<file path="src/rtl/mc_controller.sv">
// ---------------------------------------------------------------
// mc_controller : multicycle RV32 subset control FSM (Moore), rev 1.0
// ---------------------------------------------------------------
`default_nettype none

module mc_controller #(
  parameter int MEM_WAIT = 1
) (
  input  logic       clk,
  input  logic       rst_n,
  input  logic [6:0] op,
  input  logic [2:0] funct3,
  input  logic       funct7b5,
  input  logic       zero,
  input  logic       mem_ready,
  output logic       mem_req,
  output logic       memwrite,
  output logic       irwrite,
  output logic       pcwrite,
  output logic       regwrite,
  output logic       adrsrc,
  output logic       illegal,
  output logic [1:0] resultsrc,
  output logic [1:0] alusrca,
  output logic [1:0] alusrcb,
  output logic [1:0] immsrc,
  output logic [2:0] alucontrol,
  output logic [3:0] state
);

  localparam logic [3:0] FETCH    = 4'd0;
  localparam logic [3:0] DECODE   = 4'd1;
  localparam logic [3:0] MEMADR   = 4'd2;
  localparam logic [3:0] MEMREAD  = 4'd3;
  localparam logic [3:0] MEMWB    = 4'd4;
  localparam logic [3:0] MEMWRITE = 4'd5;
  localparam logic [3:0] EXECR    = 4'd6;
  localparam logic [3:0] EXECI    = 4'd7;
  localparam logic [3:0] ALUWB    = 4'd8;
  localparam logic [3:0] BEQ      = 4'd9;
  localparam logic [3:0] JAL      = 4'd10;
  localparam logic [3:0] TRAP     = 4'd11;

  localparam logic [6:0] OP_LW  = 7'b0000011;
  localparam logic [6:0] OP_SW  = 7'b0100011;
  localparam logic [6:0] OP_R   = 7'b0110011;
  localparam logic [6:0] OP_I   = 7'b0010011;
  localparam logic [6:0] OP_BEQ = 7'b1100011;
  localparam logic [6:0] OP_JAL = 7'b1101111;

  localparam logic [1:0] ALU_ADD   = 2'd0;
  localparam logic [1:0] ALU_SUB   = 2'd1;
  localparam logic [1:0] ALU_FUNCT = 2'd2;

  logic       ready;
  logic [3:0] next_state;
  logic [1:0] aluop;
  logic       is_lw, is_sw, is_r, is_i, is_beq, is_jal;

  // Without wait support the memory is treated as always completing.
  assign ready = mem_ready | (MEM_WAIT == 0);

  assign is_lw  = (op == OP_LW);
  assign is_sw  = (op == OP_SW);
  assign is_r   = (op == OP_R);
  assign is_i   = (op == OP_I);
  assign is_beq = (op == OP_BEQ);
  assign is_jal = (op == OP_JAL);

  always_ff @(posedge clk or negedge rst_n) begin
    if (!rst_n) state <= FETCH;
    else        state <= next_state;
  end

  always_comb begin
    next_state = state;
    case (state)
      FETCH:    if (ready) next_state = DECODE;
      DECODE: begin
        if (is_lw || is_sw) next_state = MEMADR;
        else if (is_r)      next_state = EXECR;
        else if (is_i)      next_state = EXECI;
        else if (is_beq)    next_state = BEQ;
        else if (is_jal)    next_state = JAL;
        else                next_state = TRAP;
      end
      MEMADR:   next_state = is_sw ? MEMWRITE : MEMREAD;
      MEMREAD:  if (ready) next_state = MEMWB;
      MEMWB:    next_state = FETCH;
      MEMWRITE: if (ready) next_state = FETCH;
      EXECR:    next_state = ALUWB;
      EXECI:    next_state = ALUWB;
      ALUWB:    next_state = FETCH;
      BEQ:      next_state = FETCH;
      JAL:      next_state = ALUWB;
      TRAP:     next_state = TRAP;
      default:  next_state = FETCH;
    endcase
  end

  always_comb begin
    mem_req   = 1'b0;
    memwrite  = 1'b0;
    irwrite   = 1'b0;
    pcwrite   = 1'b0;
    regwrite  = 1'b0;
    adrsrc    = 1'b0;
    illegal   = 1'b0;
    resultsrc = 2'b00;
    alusrca   = 2'b00;
    alusrcb   = 2'b00;
    aluop     = ALU_ADD;
    case (state)
      FETCH: begin
        mem_req   = 1'b1;
        alusrcb   = 2'b10;
        resultsrc = 2'b10;
        irwrite   = ready;
        pcwrite   = ready;
      end
      DECODE: begin
        alusrca = 2'b01;
        alusrcb = 2'b01;
      end
      MEMADR: begin
        alusrca = 2'b10;
        alusrcb = 2'b01;
      end
      MEMREAD: begin
        mem_req = 1'b1;
        adrsrc  = 1'b1;
      end
      MEMWB: begin
        resultsrc = 2'b01;
        regwrite  = 1'b1;
      end
      MEMWRITE: begin
        mem_req  = 1'b1;
        memwrite = 1'b1;
        adrsrc   = 1'b1;
      end
      EXECR: begin
        alusrca = 2'b10;
        aluop   = ALU_FUNCT;
      end
      EXECI: begin
        alusrca = 2'b10;
        alusrcb = 2'b01;
        aluop   = ALU_FUNCT;
      end
      ALUWB:    regwrite = 1'b1;
      BEQ: begin
        alusrca = 2'b10;
        aluop   = ALU_SUB;
        pcwrite = zero;
      end
      JAL: begin
        alusrca = 2'b01;
        alusrcb = 2'b10;
        pcwrite = 1'b1;
      end
      TRAP:     illegal = 1'b1;
      default:  ;
    endcase
  end

  always_comb begin
    immsrc = 2'b00;
    if (is_sw)       immsrc = 2'b01;
    else if (is_beq) immsrc = 2'b10;
    else if (is_jal) immsrc = 2'b11;
  end

  // Subtract only for R-type funct3=000 with funct7[5]; I-type addi ignores instr[30].
  always_comb begin
    alucontrol = 3'b000;
    case (aluop)
      ALU_SUB: alucontrol = 3'b001;
      ALU_FUNCT: begin
        case (funct3)
          3'b000:  alucontrol = (op[5] && funct7b5) ? 3'b001 : 3'b000;
          3'b010:  alucontrol = 3'b101;
          3'b110:  alucontrol = 3'b011;
          3'b111:  alucontrol = 3'b010;
          default: alucontrol = 3'b000;
        endcase
      end
      default: alucontrol = 3'b000;
    endcase
  end

endmodule

`default_nettype wire

</file>
<file path="config.mk">
export PLATFORM = sky130hd
export DESIGN_NAME = mc_controller
export DESIGN_NICKNAME = d
export VERILOG_FILES = /design/src/rtl/mc_controller.sv
export SDC_FILE = /design/constraint.sdc
export NUM_CORES = 1
export LEC_CHECK = 0
export CAP_MARGIN = 15
export CORE_MARGIN = 10
export CORE_UTILIZATION = 39
export DETAILED_ROUTE_END_ITERATION = 8
export PLACE_DENSITY = 0.89
export SYNTH_ARGS = -nofsm -noshare
export SYNTH_HDL_FRONTEND = slang
export SYNTH_SLANG_ARGS = --single-unit
</file>
<file path="constraint.sdc">
create_clock -name clk -period 5.03 [get_ports clk]
set_clock_uncertainty 0.1 [all_clocks]
set_input_delay 1.2575 -clock clk [delete_from_list [all_inputs] [get_ports clk]]
set_output_delay 1.2575 -clock clk [all_outputs]
set_load 0.005 [all_outputs]
</file>
Yosys cells after proc, flatten, opt, wreduce, memory -nomap -nowiden
Index checks and enable logic that the tools add are counted.
{ "word_totals": {"input_bits": 15, "elab_cells": 67, "reg_bits": 4, "out_inout_bits": 22} }
{ "op_classes": {"reduce_logical": 14, "mux": 27, "n_eq_ne": 25} }
{ "ops": {"columns": ["op", "n"], "rows": [
  ["$pmux W4 S7", 1],
  ["$mux W4", 6],
  ["$eq A4 B3 Y1 const B", 4],
  ["$eq A4 B4 Y1 const B", 4],
  ["$pmux W2 S2", 4],
  ["$eq A7 B6 Y1 const B", 2],
  ["$eq A7 B7 Y1 const B", 2],
  ["$pmux W3 S4", 1],
  ["$reduce_or A2 Y1", 5],
  ["$reduce_or A3 Y1", 3],
  ["$eq A4 B2 Y1 const B", 2],
  ["$mux W1", 8],
  ["$mux W2", 4],
  ["$eq A7 B2 Y1 const B", 1],
  ["$eq A7 B5 Y1 const B", 1],
  ["$eq A3 B3 Y1 const B", 2],
  ["$ne A2 B2 Y1 const B", 3],
  ["$pmux W3 S2", 1],
  ["$eq A4 B1 Y1 const B", 1],
  ["$logic_not A4 Y1", 1],
  ["$reduce_or A4 Y1", 1],
  ["$eq A3 B2 Y1 const B", 1],
  ["$logic_not A3 Y1", 1],
  ["$mux W3", 1],
  ["6 further kinds", 6]
]} }

Logic depth before layout (Yosys ltp)
{ "logic_depth": {"ltp_word": 7, "depth_mapped": 8, "depth_no_buf": 6} }

Worst setup path after synthesis
Ideal clock, no wire load.
{ "synth_path": {"path_kind": "in2out", "from": "in op[2]", "to": "out immsrc[0]", "setup_slack_ps": 1785, "arrival_ps": 1888, "n_path_buf": 0, "required_ps": 3673, "cell_stages": 2, "cell_sequence": "or3_2 -> a21oi_1"} }
{ "synth_via": {"elab_chain_len": 4, "word_cells_on_any_way": 6, "classes_between": "3 x eq/ne; 3 x mux"} }
{ "synth_rtl": {"columns": ["item", "line", "text"], "rows": [
  ["start, declared", "11", "input logic [6:0] op,"],
  ["$eq A7 B7 Y1", "68", "assign is_jal = (op == OP_JAL);"],
  ["$mux W2", "171", "else if (is_jal) immsrc = 2'b11;"],
  ["$mux W2", "170", "else if (is_beq) immsrc = 2'b10;"],
  ["$mux W2 *", "169", "if (is_sw) immsrc = 2'b01;"],
  ["end, declared", "26", "output logic [1:0] immsrc,"]
]} }
Mark *: on every way between the ends. The rest lies on a longest branch, timed or not.

Final worst setup path
Same ends and word-level chain as after synthesis.

==> metrics.txt <==
# TYPE chip_impl_metric gauge
chip_impl_metric{name="max_ffs_per_register",unit=""} 4
chip_impl_metric{name="grt_pass1_vias",unit=""} 839
chip_impl_metric{name="vias_per_cell",unit=""} 5.620
chip_impl_metric{name="final-hold-violation-count",unit=""} 0
chip_impl_metric{name="power_per_standard_cell_area",unit="mW/mm^2"} 472.0
chip_impl_metric{name="postSynthRegisterBits",unit=""} 4
chip_impl_info{name="min_delay_worst_endpoint",value="state[3]$_DFFE_PN0P_"} 1
chip_impl_metric{name="vdd_ir_drop_max",unit="mV"} 0.2448
chip_impl_metric{name="r2r_setup_slack",unit="ps"} 3180
chip_impl_metric{name="synth_cells",unit=""} 93
chip_impl_info{name="ys_top_cells_by_area",value="dfrtp_1 17%, nor2_1 9.5%, a21oi_1 6.7%"} 1
chip_impl_info{name="regToRegEndpoint",value="state[2]$_DFFE_PN0P_"} 1
chip_impl_metric{name="buffer_ports.inserted",unit=""} 36
chip_impl_metric{name="synth-async-reset-ratio",unit="%"} 100.0
chip_impl_metric{name="final-setup-viol-count",unit=""} 0
chip_impl_metric{name="num_io_pins",unit=""} 37
chip_impl_metric{name="seqCellArea",unit="um^2"} 100.1
chip_impl_metric{name="netlist-cell-type-count",unit=""} 34
chip_impl_info{name="status",value="completed"} 1
chip_impl_metric{name="fin_crit_sh",unit="%"} 85.74
chip_impl_metric{name="multi_input_area",unit="um^2"} 437.9
chip_impl_metric{name="finalCriticalPeriod",unit="ps"} 4313
chip_impl_metric{name="detailroute.via_count",unit=""} 798
chip_impl_metric{name="postPlaceCellArea",unit="um^2"} 948.4
chip_impl_metric{name="drt_pre_antenna_iters",unit=""} 4
chip_impl_info{name="netlist_top_cells_count",value="15 x nor2_1, 8 x a21oi_1, 8 x inv_1"} 1
chip_impl_metric{name="share_of_layout_cells_above_drive_strength_1",unit="%"} 7.143
chip_impl_info{name="largestRegisters",value="state: 4 flops"} 1
chip_impl_metric{name="initial_utilization",unit="%"} 40.39
chip_impl_metric{name="cts_resized",unit=""} 0
chip_impl_metric{name="drv.max_cap_violation_count",unit=""} 0
chip_impl_info{name="worstHoldStart",value="state[2]$_DFFE_PN0P_"} 1
chip_impl_metric{name="cts_hold_buf",unit=""} 0
chip_impl_info{name="worstHoldPathType",value="reg2reg"} 1
chip_impl_metric{name="final_core_utilization",unit="%"} 65.99
chip_impl_info{name="tritoncts_clock_tree",value="done"} 1
chip_impl_metric{name="grt_overflow",unit=""} 0
chip_impl_info{name="startpoint_type",value="input pin"} 1
chip_impl_metric{name="crit_path_required_time",unit="ps"} 3670
chip_impl_metric{name="diodes",unit=""} 0
chip_impl_metric{name="die_height",unit="um"} 59.04
chip_impl_metric{name="area_of_the_die",unit="mm^2"} 0.003485
chip_impl_metric{name="routedWlPerCell",unit="um"} 14.32
chip_impl_metric{name="worst-r2r-cell-count",unit=""} 4
chip_impl_metric{name="num_rows",unit=""} 14
chip_impl_metric{name="drt-initial-drc-count",unit=""} 21
chip_impl_metric{name="syn-cell-area",unit="um^2"} 594.3
chip_impl_metric{name="postCtsSetupRepairBufs",unit=""} 0
chip_impl_metric{name="yosysSeqAreaShare",unit="%"} 16.84
chip_impl_metric{name="first_pass_grt_wire_length",unit="mm"} 3.463
chip_impl_metric{name="cts.path.max_buffers",unit=""} 2
chip_impl_metric{name="critical_path.max_fanout",unit=""} 5
chip_impl_metric{name="core_area",unit="mm^2"} 0.001471
chip_impl_metric{name="synth_largest_type_area_fraction",unit="%"} 16.84
chip_impl_metric{name="final_area",unit="um^2"} 970.9
chip_impl_info{name="critical_path.reg2reg.startpoint",value="state[1]$_DFFE_PN0P_"} 1
chip_impl_info{name="root_buffer",value="clkbuf_4"} 1
chip_impl_metric{name="fin_tns_setup",unit="ps"} 0
chip_impl_metric{name="drcViolationCount",unit=""} 0
chip_impl_info{name="top_register",value="state"} 1
chip_impl_metric{name="maximum_clock_rate",unit="MHz"} 231.9
chip_impl_metric{name="slew-limit-headroom",unit="%"} 64.54
chip_impl_metric{name="drt-total-wl",unit="mm"} 2.034
chip_impl_metric{name="grt_use_total",unit="%"} 12.03
chip_impl_metric{name="synth.avg_cell_area",unit="um^2"} 6.391
chip_impl_metric{name="synth-warning-count",unit=""} 0
chip_impl_metric{name="crit_path_arrival_time",unit="ps"} 2960
chip_impl_metric{name="num-fill-cells",unit=""} 143
chip_impl_metric{name="cts_buffers",unit=""} 3
chip_impl_metric{name="worst_hold_path.num_cells",unit=""} 1
chip_impl_metric{name="post_synth_edffs",unit=""} 0
chip_impl_metric{name="h_tree_lvls",unit=""} 1
chip_impl_info{name="end_kind",value="output pin"} 1
chip_impl_metric{name="clock_latency",unit="ps"} 240
chip_impl_metric{name="die_w",unit="um"} 59.04
chip_impl_info{name="synth.largest_area_cell",value="dfrtp_1"} 1
chip_impl_info{name="synth_most_common_cell",value="nor2_1"} 1
chip_impl_metric{name="grt_start_max_net_pins",unit=""} 19
chip_impl_info{name="dominantRegCellSynth",value="dfrtp_1"} 1
chip_impl_metric{name="initial_antenna_violation_count",unit=""} 0
chip_impl_metric{name="clock_sink_count",unit=""} 4
chip_impl_info{name="rsz0062_at_grt",value="false"} 1
chip_impl_info{name="critical_path_start_end_classification",value="in2out"} 1
chip_impl_metric{name="finish.net_count",unit=""} 145
chip_impl_metric{name="slew_viol_final",unit=""} 0
chip_impl_metric{name="p_leak",unit="uW"} 0.0003742
chip_impl_metric{name="hpwl",unit="mm"} 1.644
chip_impl_metric{name="areaGrowthSynthToFinish",unit="%"} 63.37
chip_impl_metric{name="detail-route-antenna-nets",unit=""} 0
chip_impl_metric{name="routabilityCongestion",unit=""} 0.8111
chip_impl_metric{name="clkSlewWorstSetupHoldPaths",unit="ps"} 40
chip_impl_metric{name="timing_worst_slew_pin_value",unit="ps"} 531.9
chip_impl_metric{name="number_of_nets_in_the_synthesized_netlist",unit=""} 110
[cell usage in the layout, fill, tap and decap left out, types with 2 or more instances in the layout]
| cell type | instances |
|---|---|
| nand2_1 | 6 |
| or2_2 | 2 |
| nand2b_1 | 3 |
| nor3_1 | 7 |
| o21ai_0 | 4 |
| nand3_1 | 4 |
| clkdlybuf4s50_1 | 36 |
| a21oi_1 | 8 |
| nor2_1 | 15 |
| a211oi_1 | 2 |
| inv_1 | 8 |
| nor2b_1 | 3 |
| dfrtp_1 | 4 |
| clkbuf_4 | 3 |
| nand3b_1 | 2 |
| ha_1 | 2 |
[critical path: stages]
cell	delay, ps
clkdlybuf4s50_1	500
or3_2	520
a21oi_1	160
clkdlybuf4s50_1	530
[kinds of logic (layout without fill, tap and decap cells)]
kind of cell / Yosys count / count (layout) / share of synthesized area, %
compound gates: 22 / 22 / 23.58
buf+inv: 14 / 47 / 9.473
simple gates: 49 / 49 / 42.95
flops: 4 / 4 / 16.84
xor+xnor: 2 / 2 / 2.948
fa+ha+maj: 2 / 2 / 4.210
[cell type report]
class / instances / share of cell area [%]
multi-input cells: 75 / 45.10
repair buffers: 36 / 37.11
flip-flops and latches: 4 / 10.31
inverters: 8 / 3.093
clock buffers: 3 / 2.320
well taps: 16 / 2.062
[power by group]
group	total [uW]	switching [uW]	internal [uW]
registers	97.4	51.9	45.5
clock network	39.4	12.7	26.6
logic	321	136	186
total	458	200	258
[per-stage QoR]
step | std cells | power (uW) | setup slack (ps) | hold slack (ps)
after floorplan | 93 | 252.4 | 1785 | 519.9
after global placement | 139 | 412.2 | 758.6 | 715.4
after detailed placement | 139 | 420.0 | 723.6 | 736.1
after CTS | 142 | 461.6 | 709.4 | 744.2
after global routing | 142 | 508.0 | 640.8 | 796.1
final | 142 | 458.3 | 717.3 | 744.8
[per-layer routing]
metal,GRT usage [%],vias to the layer above,routed length [um]
li1,-,392,-
met1,11.95,352,740
met2,19.97,50,968
met3,6.223,4,299
met4,6.230,0,25
met5,0,-,0
[worst max-delay path by stage]
stage	cells after the start	from	slack (ps)	endpoint
final	4	op[2]	720	immsrc[0]
after global routing	4	op[2]	640	immsrc[0]
after CTS	4	op[2]	710	immsrc[0]
after detailed placement	4	op[2]	720	immsrc[0]
after global placement	4	op[2]	760	immsrc[0]
after floorplan	2	op[2]	1780	immsrc[0]
Power figures use the tool's default switching activity.
